**src/rtl/eaglesong_nonce_search.sv**
```systemverilog
// eaglesong_nonce_search: mining front-end around eaglesong_digest_top.
// For each nonce in [start, start+count) it builds the 32-byte message
// {nonce (LE, zero-extended to 16 bytes), prefix}, runs one digest and compares
// the digest (byte 0 most significant) against the target. It reports the
// first winner, range exhaustion or abort on a held res_valid/res_ready handshake.
//
// Ports:
//   clk, rst                          clock, synchronous active-high reset
//   job_valid/job_ready, job_*        job intake (prefix, nonce start/count, target)
//   abort                             cancel a running search
//   dig_*                             connection to the digest core
//   res_valid/res_ready, res_*        result handshake and payload
//   busy                              search in progress
//   perf_hashes                       completed digest count
//
// Optional build macro: EAGLESONG_NONCE_SEARCH_PERF_EN enables the perf_hashes
// counter; without it perf_hashes is tied to 0.
module eaglesong_nonce_search #(
  parameter int unsigned NONCE_W = 64
) (
  input  logic               clk,
  input  logic               rst,
  input  logic               job_valid,
  output logic               job_ready,
  input  logic [127:0]       job_prefix,
  input  logic [NONCE_W-1:0] job_nonce_start,
  input  logic [NONCE_W-1:0] job_nonce_count,
  input  logic [255:0]       job_target,
  input  logic               abort,
  output logic [255:0]       dig_input_val,
  output logic [6:0]         dig_input_length_bytes,
  output logic               dig_start_eval,
  input  logic [255:0]       dig_output_val,
  input  logic               dig_eval_output_ready,
  output logic               res_valid,
  input  logic               res_ready,
  output logic               res_found,
  output logic               res_aborted,
  output logic [NONCE_W-1:0] res_nonce,
  output logic [255:0]       res_hash,
  output logic               busy,
  output logic [31:0]        perf_hashes
);

  localparam int unsigned NONCE_FIELD_W = 128;
  localparam int unsigned HASH_W        = 256;
  localparam int unsigned HASH_BYTES    = HASH_W / 8;

  typedef enum logic [2:0] {
    S_IDLE, S_START, S_WAIT_CLR, S_WAIT, S_CHECK, S_RESULT
  } state_t;

  state_t               state, state_n;
  logic [NONCE_W-1:0]   nonce, remaining, nonce_next_c;
  logic [HASH_W-1:0]    target, hash_raw, hash_num_c;
  logic                 hit_c, accept_c, advance_c, capture_c, load_res_c;
  logic                 found_n_c, aborted_n_c;

  assign dig_input_length_bytes = 7'd32;
  assign nonce_next_c           = nonce + NONCE_W'(1);

  // Digest byte 0 is the most significant byte of the numeric hash.
  always_comb begin
    hash_num_c = '0;
    for (int i = 0; i < int'(HASH_BYTES); i++)
      hash_num_c[8*(int'(HASH_BYTES)-1-i) +: 8] = hash_raw[8*i +: 8];
  end

  assign hit_c = (hash_num_c <= target);

  // State register.
  always_ff @(posedge clk) begin
    if (rst) state <= S_IDLE;
    else     state <= state_n;
  end

  // Next-state and datapath control.
  always_comb begin
    state_n     = state;
    accept_c    = 1'b0;
    advance_c   = 1'b0;
    capture_c   = 1'b0;
    load_res_c  = 1'b0;
    found_n_c   = 1'b0;
    aborted_n_c = 1'b0;
    case (state)
      S_IDLE: begin
        if (job_valid) begin
          accept_c = 1'b1;
          if (job_nonce_count == '0) begin
            state_n    = S_RESULT;
            load_res_c = 1'b1;
          end else begin
            state_n = S_START;
          end
        end
      end
      S_START, S_WAIT_CLR: begin
        // The digest clears its ready one edge after start, so it is not looked at here.
        if (abort) begin
          state_n     = S_RESULT;
          load_res_c  = 1'b1;
          aborted_n_c = 1'b1;
        end else begin
          state_n = (state == S_START) ? S_WAIT_CLR : S_WAIT;
        end
      end
      S_WAIT: begin
        if (abort) begin
          state_n     = S_RESULT;
          load_res_c  = 1'b1;
          aborted_n_c = 1'b1;
        end else if (dig_eval_output_ready) begin
          state_n   = S_CHECK;
          capture_c = 1'b1;
        end
      end
      S_CHECK: begin
        // A hit in the same cycle as abort is still reported as a hit.
        if (hit_c) begin
          state_n    = S_RESULT;
          load_res_c = 1'b1;
          found_n_c  = 1'b1;
        end else if (abort) begin
          state_n     = S_RESULT;
          load_res_c  = 1'b1;
          aborted_n_c = 1'b1;
        end else if (remaining == NONCE_W'(1)) begin
          state_n    = S_RESULT;
          load_res_c = 1'b1;
        end else begin
          state_n   = S_START;
          advance_c = 1'b1;
        end
      end
      S_RESULT: begin
        if (res_ready) state_n = S_IDLE;
      end
      default: state_n = S_IDLE;
    endcase
  end

  // Registered outputs and search datapath.
  always_ff @(posedge clk) begin
    if (rst) begin
      job_ready      <= 1'b1;
      busy           <= 1'b0;
      dig_start_eval <= 1'b0;
      res_valid      <= 1'b0;
      res_found      <= 1'b0;
      res_aborted    <= 1'b0;
      res_nonce      <= '0;
      res_hash       <= '0;
      dig_input_val  <= '0;
      nonce          <= '0;
      remaining      <= '0;
      target         <= '0;
      hash_raw       <= '0;
    end else begin
      job_ready      <= (state_n == S_IDLE);
      busy           <= (state_n inside {S_START, S_WAIT_CLR, S_WAIT, S_CHECK});
      dig_start_eval <= (state_n == S_START);
      res_valid      <= (state_n == S_RESULT);
      if (accept_c) begin
        nonce         <= job_nonce_start;
        remaining     <= job_nonce_count;
        target        <= job_target;
        hash_raw      <= '0;
        dig_input_val <= {NONCE_FIELD_W'(job_nonce_start), job_prefix};
      end
      if (capture_c) hash_raw <= dig_output_val;
      if (advance_c) begin
        nonce                <= nonce_next_c;
        remaining            <= remaining - NONCE_W'(1);
        dig_input_val[255:128] <= NONCE_FIELD_W'(nonce_next_c);
      end
      if (load_res_c) begin
        res_found   <= found_n_c;
        res_aborted <= aborted_n_c;
        res_nonce   <= accept_c ? job_nonce_start : nonce;
        res_hash    <= accept_c ? '0 : hash_raw;
      end
    end
  end

`ifdef EAGLESONG_NONCE_SEARCH_PERF_EN
  logic [31:0] perf_q;

  // One count per CHECK cycle, i.e. per completed digest.
  always_ff @(posedge clk) begin
    if (rst)                  perf_q <= '0;
    else if (state == S_CHECK) perf_q <= perf_q + 32'd1;
  end

  assign perf_hashes = perf_q;
`else
  assign perf_hashes = '0;
`endif

endmodule

```
**config.mk**
```make
export PLATFORM = sky130hd
export DESIGN_NAME = eaglesong_nonce_search
export DESIGN_NICKNAME = d
export VERILOG_FILES = /design/src/rtl/eaglesong_nonce_search.sv
export SDC_FILE = /design/constraint.sdc
export NUM_CORES = 2
export LEC_CHECK = 0
export CAP_MARGIN = 5
export CORE_AREA = 5 5 534 536
export CTS_CLUSTER_SIZE = 25
export DETAILED_ROUTE_END_ITERATION = 7
export DIE_AREA = 0 0 539 541
export PLACE_DENSITY_LB_ADDON = 0.3
export SLEW_MARGIN = 20
export SYNTH_ARGS = -nofsm -noshare
export SYNTH_HDL_FRONTEND = slang
export SYNTH_SLANG_ARGS = --single-unit
```
**constraint.sdc**
```tcl
create_clock -name clk -period 4.39 [get_ports clk]
set_input_delay 0.878 -clock clk [delete_from_list [all_inputs] [get_ports clk]]
set_output_delay 0.878 -clock clk [all_outputs]
set_load 0.1 [all_outputs]
```
# After elaboration in Yosys (flattened, before gate mapping)
# Cells that the tools add are included.
# W data, S select, Z words.
dict set report classes {
  n_addsub 2
  multipliers 0
  n_div 0
  n_lt_le_gt_ge 1
  eq_ne 11
  shifts 0
  n_mux 39
  bitwise_logic 0
  n_reduce_logical 7
}
# op count
set op_table {}
lappend op_table {{$mux W256} 2}
lappend op_table {{$mux W64} 5}
lappend op_table {{$le A256 B256 Y1} 1}
lappend op_table {{$mux W192} 1}
lappend op_table {{$add A64 B1 Y64 const B} 1}
lappend op_table {{$eq A64 B1 Y1 const B} 1}
lappend op_table {{$logic_not A64 Y1} 1}
lappend op_table {{$sub A64 B1 Y64 const B} 1}
lappend op_table {{$mux W3} 9}
lappend op_table {{$mux W1} 19}
lappend op_table {{$pmux W3 S5} 1}
lappend op_table {{$eq A3 B2 Y1 const B} 4}
lappend op_table {{$eq A3 B3 Y1 const B} 4}
lappend op_table {{$eq A3 B1 Y1 const B} 2}
lappend op_table {{$logic_not A3 Y1} 2}
lappend op_table {{$reduce_bool A4 Y1} 1}
lappend op_table {{$pmux W1 S3} 1}
lappend op_table {{$reduce_or A3 Y1} 1}
lappend op_table {{$pmux W1 S2} 1}
lappend op_table {{$reduce_bool A2 Y1} 1}
lappend op_table {{$reduce_or A2 Y1} 1}
dict set report totals {
  reg_bits 1161
  latchBits 0
  mem_bits_rw 0
  romBits 0
  in_bits 774
  output_inout_bits 621
  elab_cells 75
  mem_count 0
}

# Longest topological paths before layout
dict set report logic_depth {
  ltp_word 7
  depth_mapped 16
  mapped_depth_nobuf 12
}

# Least setup slack after synthesis
# Ideal clock, no wire load.
dict set report synth_timing {
  path_type {register -> register}
  start {register target[43]}
  end {register res_hash[0]}
  setup_time_ps 130
  arrival_time_ps 3411
  required_ps 4260
  path_slack_ps 849
  stages_incl_launch_ff 15
  n_path_buf 2
  period_less_slack_ps 3541
  path_cell_list {dfxtp_1 > inv_1 > ha_1 > a21oi_1 > o21ai_0 > a221o_1 > a2111o_1 > nor2_1 > o21ai_0 > a211oi_1 > a21oi_1 > clkbuf_1 > clkbuf_1 > o2111ai_1 > o31ai_1}
}
dict set report synth_via {
  elab_chain_cells 3
}
# item line
set synth_lines {}
lappend synth_lines {{from (decl)} 55} ;# logic [HASH_W-1:0] target, hash_raw, hash_num_c;
lappend synth_lines {{from (signal assigned)} 167} ;# target <= job_target;
lappend synth_lines {{$le A256 B256 Y1} 69} ;# assign hit_c = (hash_num_c <= target);
lappend synth_lines {{$mux W1} 120} ;# if (hit_c) begin
lappend synth_lines {{$pmux W1 S3} 86} ;# case (state)
lappend synth_lines {{to (signal assigned)} 181} ;# res_hash <= accept_c ? '0 : hash_raw;
lappend synth_lines {{to (decl)} 40} ;# output logic [255:0] res_hash,
# No other way between the ends.
# A chain may end at the register's enable or synchronous reset.

# Final worst setup path
dict set report layout_timing {
  start {register hash_raw[1]}
  end {register remaining[56]}
}
dict set report layout_via {
  elab_chain_cells 4
  word_cells_on_any_way 5
  classes_between {order compare (1); mux (3); reduce/logical (1)}
}
# item line
set layout_lines {}
lappend layout_lines {{from (decl)} 55}
lappend layout_lines {{from (signal assigned)} 171} ;# if (capture_c) hash_raw <= dig_output_val;
lappend layout_lines {{$le A256 B256 Y1 (*)} 69}
lappend layout_lines {{$mux W1 (*)} 120}
lappend layout_lines {{$mux W1 (*)} 86}
lappend layout_lines {{$mux W64 or $reduce_bool A2 Y1 (tied branches)} n/a}
lappend layout_lines {{to (signal assigned)} 166} ;# remaining <= job_nonce_count;
lappend layout_lines {{to (signal assigned)} 174} ;# remaining <= remaining - NONCE_W'(1);
lappend layout_lines {{to (decl)} 54} ;# logic [NONCE_W-1:0] nonce, remaining, nonce_next_c;
# Mark *: on every way between the ends. The rest lies on a longest branch, timed or not.

==> metrics.yaml <==
outcome:
  status: "finished, final reports clean"
yosys:
  synth-xor-area-share: 0.00971
  edff_count_synth: 0
  syn_inst_count: 6779
  post_synth_mux_area_share: 0.00245
  post_synth_arst_share: 0
  post_synthesis_share_of_cell_area_spent_on_full_adders_half_adders_and_majority_gates: 0.0599
  post_synth.cell_area_avg_um2: 7.98
  yosys_warnings: 0
  post_synthesis_share_of_cell_area_spent_on_and_or_nand_and_nor_gates: 0.194
  synthesis.area_mm2: 0.0541
  synth_top_family_by_area: "compound AO/OA/AOI/OAI gates"
  synth-seq-cells: 1161
  synth.yosys.seq_area_share: 0.429
  synth_compound_area_frac: 0.227
  post_synth_top_flop: "sky130_fd_sc_hd__dfxtp_1"
  netlist-cell-type-count: 80
final_layout:
  drive_gt1_frac: 0.0801
  final_common_cell: "sky130_fd_sc_hd__nand2_1"
  fillers: 30100
  layout.nets: 8883
  syn_to_final_growth_pct: 41.1
  layoutNonFillerInstCount: 11700
  most-common-layout-cells: "sky130_fd_sc_hd__nand2_1 (1586), sky130_fd_sc_hd__clkdlybuf4s50_1 (1183), sky130_fd_sc_hd__dfxtp_1 (1161)"
  final_core_utilization: 0.273
clocking:
  cts_buffer_depth: 4
  ctsHtreeMaxLevel: 4
  cts_tree: "yes"
  cts_sinks: 1161
  postCtsHoldBufs: 0
  cts_root_buf: "sky130_fd_sc_hd__clkbuf_16"
  cts.reportedPaths.clkPinSlew_ps: 60
  clkLatencyLatePin_ps: 820
  cts_made_buffers: 150
detailed_routing:
  drt-vias-per-instance: 4.76
  postRouteAntennaNets: 0
  drc: 0
  initial_detailed_routing_violation_count: 4391
  drt_pre_antenna_iters: 8
  wl_per_cell_um: 24.4
  detail_route.wirelength_mm: 286
  vias: 55800
global_routing:
  grt_remaining_overflow: 0
  grt_start_max_net_pins: 188
  grtUsageMet3: 0.0456
  grt_first_pass_wirelength_mm: 402
  top_usage_layer: "met2"
  global_route.usage.total: 0.184
  globalRouteMet2Util: 0.312
  grt.met1_usage: 0.229
  via_count_of_the_first_global_routing_pass: 54400
  antenna_found_initial: 47
worst_setup_path:
  slowest_stage: "sky130_fd_sc_hd__or4_1"
  timing.setup.critical_path_class: "register to register"
  worst-path-max-fanout: 8
  critical_path_arrival_ps: 4910
  critical-path-top-cell-by-count: "sky130_fd_sc_hd__buf_4"
  r2r_slack_ps: 200
  crit_chain: "ha_1 > nand4_1 > buf_4 > nor4_2 > buf_4 > nand3_1 > nor4bb_4 > buf_4 > and4_4 > and3_4 > a211o_4 > buf_4 > o21ai_4 > buf_4 > buf_12 > or4_1 > a31oi_1"
  critical_path.max_stage_delay_ps: 470
  worstSetupEndpointType: "register"
  timing.critical_path.required_ps: 5110
  crit_path_start_kind: "register"
timing:
  drv_slew: 0
  finalHoldViolations: 0
  max_slew_margin: 0.196
  postLayoutSetupSlackWorst_ps: 204
  fin_worst_skew_ps: 53.9
  clock.fmax_mhz: 239
  clock_period_minus_worst_slack_ps: 4190
  worst_pin_slew_ps: 1200
  final-setup-viol-count: 0
  final.period_utilization: 0.954
power_and_ir_drop:
  leakage_uw: 0.0267
  ir_drop_v: 0.000297
  powerDensity_mw_per_mm2: 419
  power_uw: 32000
floorplan:
  die-area_mm2: 0.292
  boundaryPins: 1395
  placeableCoreArea_mm2: 0.280
  rows: 195
  initial_core_util: 0.193
  die_width_um: 539
  fp.dieH_um: 541
worst_hold_path:
  timing.hold.worst.class: "register to register"
placement:
  portBuffers: 1291
  dp_hpwl_mm: 217
  place_inst: 11400
  place_worst_setup_slack_ps: -968
  rd_place_congestion: 0.896
run:
  cap_viol_max_count: 0
[flip-flops by register name, indices dropped and copies added, names as in the netlist]
signal          count
job_ready           1
target            256
res_valid           1
remaining          64
nonce              64
res_aborted         1
state               3
dig_input_val     192
dig_start_eval      1
busy                1
hash_raw          256
res_nonce          64
res_found           1
res_hash          256
[layout make-up]
cell class / instances / area [um^2] / share of cell area
antenna: 22 / 55.1 / 0.000721
clock buffer: 226 / 4440 / 0.0581
clock inverter: 40 / 468 / 0.00612
inverter: 282 / 1070 / 0.0140
multi-input combinational: 4745 / 27300 / 0.358
sequential: 1161 / 23200 / 0.304
tap: 3743 / 4680 / 0.0613
timing repair buffer: 1510 / 15100 / 0.198
[synthesized netlist by cell type (all sizes together), types with 15 or more instances]
master / number / area share
inv: 282 / 0.020
nor2: 105 / 0.0073
a22oi: 16 / 0.0022
and4: 16 / 0.0026
or2: 15 / 0.0018
nand4: 80 / 0.0092
clkbuf: 506 / 0.035
a31oi: 80 / 0.0092
o31a: 26 / 0.0042
o31ai: 261 / 0.036
a21oi: 903 / 0.084
o21ai: 67 / 0.0063
and3: 39 / 0.0045
nand3: 363 / 0.034
ha: 259 / 0.060
a21o: 34 / 0.0047
and2: 15 / 0.0017
xor2: 20 / 0.0032
nor3: 51 / 0.0049
a211oi: 52 / 0.0074
o2111ai: 257 / 0.042
xnor2: 40 / 0.0065
nand2: 1590 / 0.11
dfxtp: 1161 / 0.43
a311oi: 54 / 0.0087
o211ai: 18 / 0.0025
o311ai: 29 / 0.0047
buf: 186 / 0.023
or3: 46 / 0.0056
nor4: 41 / 0.0050
o21a: 21 / 0.0029
[path summary, 6_finish.rpt]
path	start	to	cells after the start
setup / recovery	hash_raw[1]$_SDFF_PP0_	remaining[56]$_SDFFE_PP0P_	17
hold reg to reg	target[131]$_SDFFE_PP0P_	target[131]$_SDFFE_PP0P_	2
hold / removal	target[131]$_SDFFE_PP0P_	target[131]$_SDFFE_PP0P_	2
setup reg to reg	hash_raw[1]$_SDFF_PP0_	remaining[56]$_SDFFE_PP0P_	17
[critical path: cells and delay by family, from the launching register on]
family                   cells  cell delay [ps]
AO/OA/AOI/OAI                3              460
adder cells (fa/ha/maj)      1              330
AND/OR/NAND/NOR              7             1880
flip-flops                   1              370
buffers and inverters        6             1020
[metal layers]
metal / wire [um] / vias to the layer above
met5: 202 / -
met4: 9400 / 24
met3: 21000 / 407
met2: 135000 / 2107
met1: 120000 / 27200
li1: - / 26100
[kinds of logic (layout without fill, tap and decap cells)]
kind of cell / Yosys count / after routing
mux: 13 / 13
simple gates: 2410 / 2410
flops: 1161 / 1161
other cells: 2 / 125
buf+inv: 974 / 2058
fa+ha+maj: 259 / 259
xor+xnor: 60 / 60
compound gates: 1900 / 1900
[power by group]
group          internal [uW]  switching (uW)  total (uW)
Sequential             11200             489       11600
Clock                   7320            5200       12500
Combinational           2250            5590        7830
[what timing repair did]
action / 4_1_cts / 5_1_grt
gates cloned: 1 / 1
resized for setup: 15 / 16
buffers inserted: 2 / 4
pin swaps: 2 / 1
endpoints found under the setup margin: 518 / 330
[metrics by stage]
step / hold WS [ps] / instance area, um^2 / setup TNS (ps)
global placement: 441 / 71200 / -593760
global route: 466 / 76400 / -1.63
CTS: 454 / 76200 / 0
floorplan: 436 / 54500 / 0
detailed placement: 446 / 71200 / -417840
finish: 452 / 76400 / 0
No activity file was read; power rests on OpenSTA's default activity.
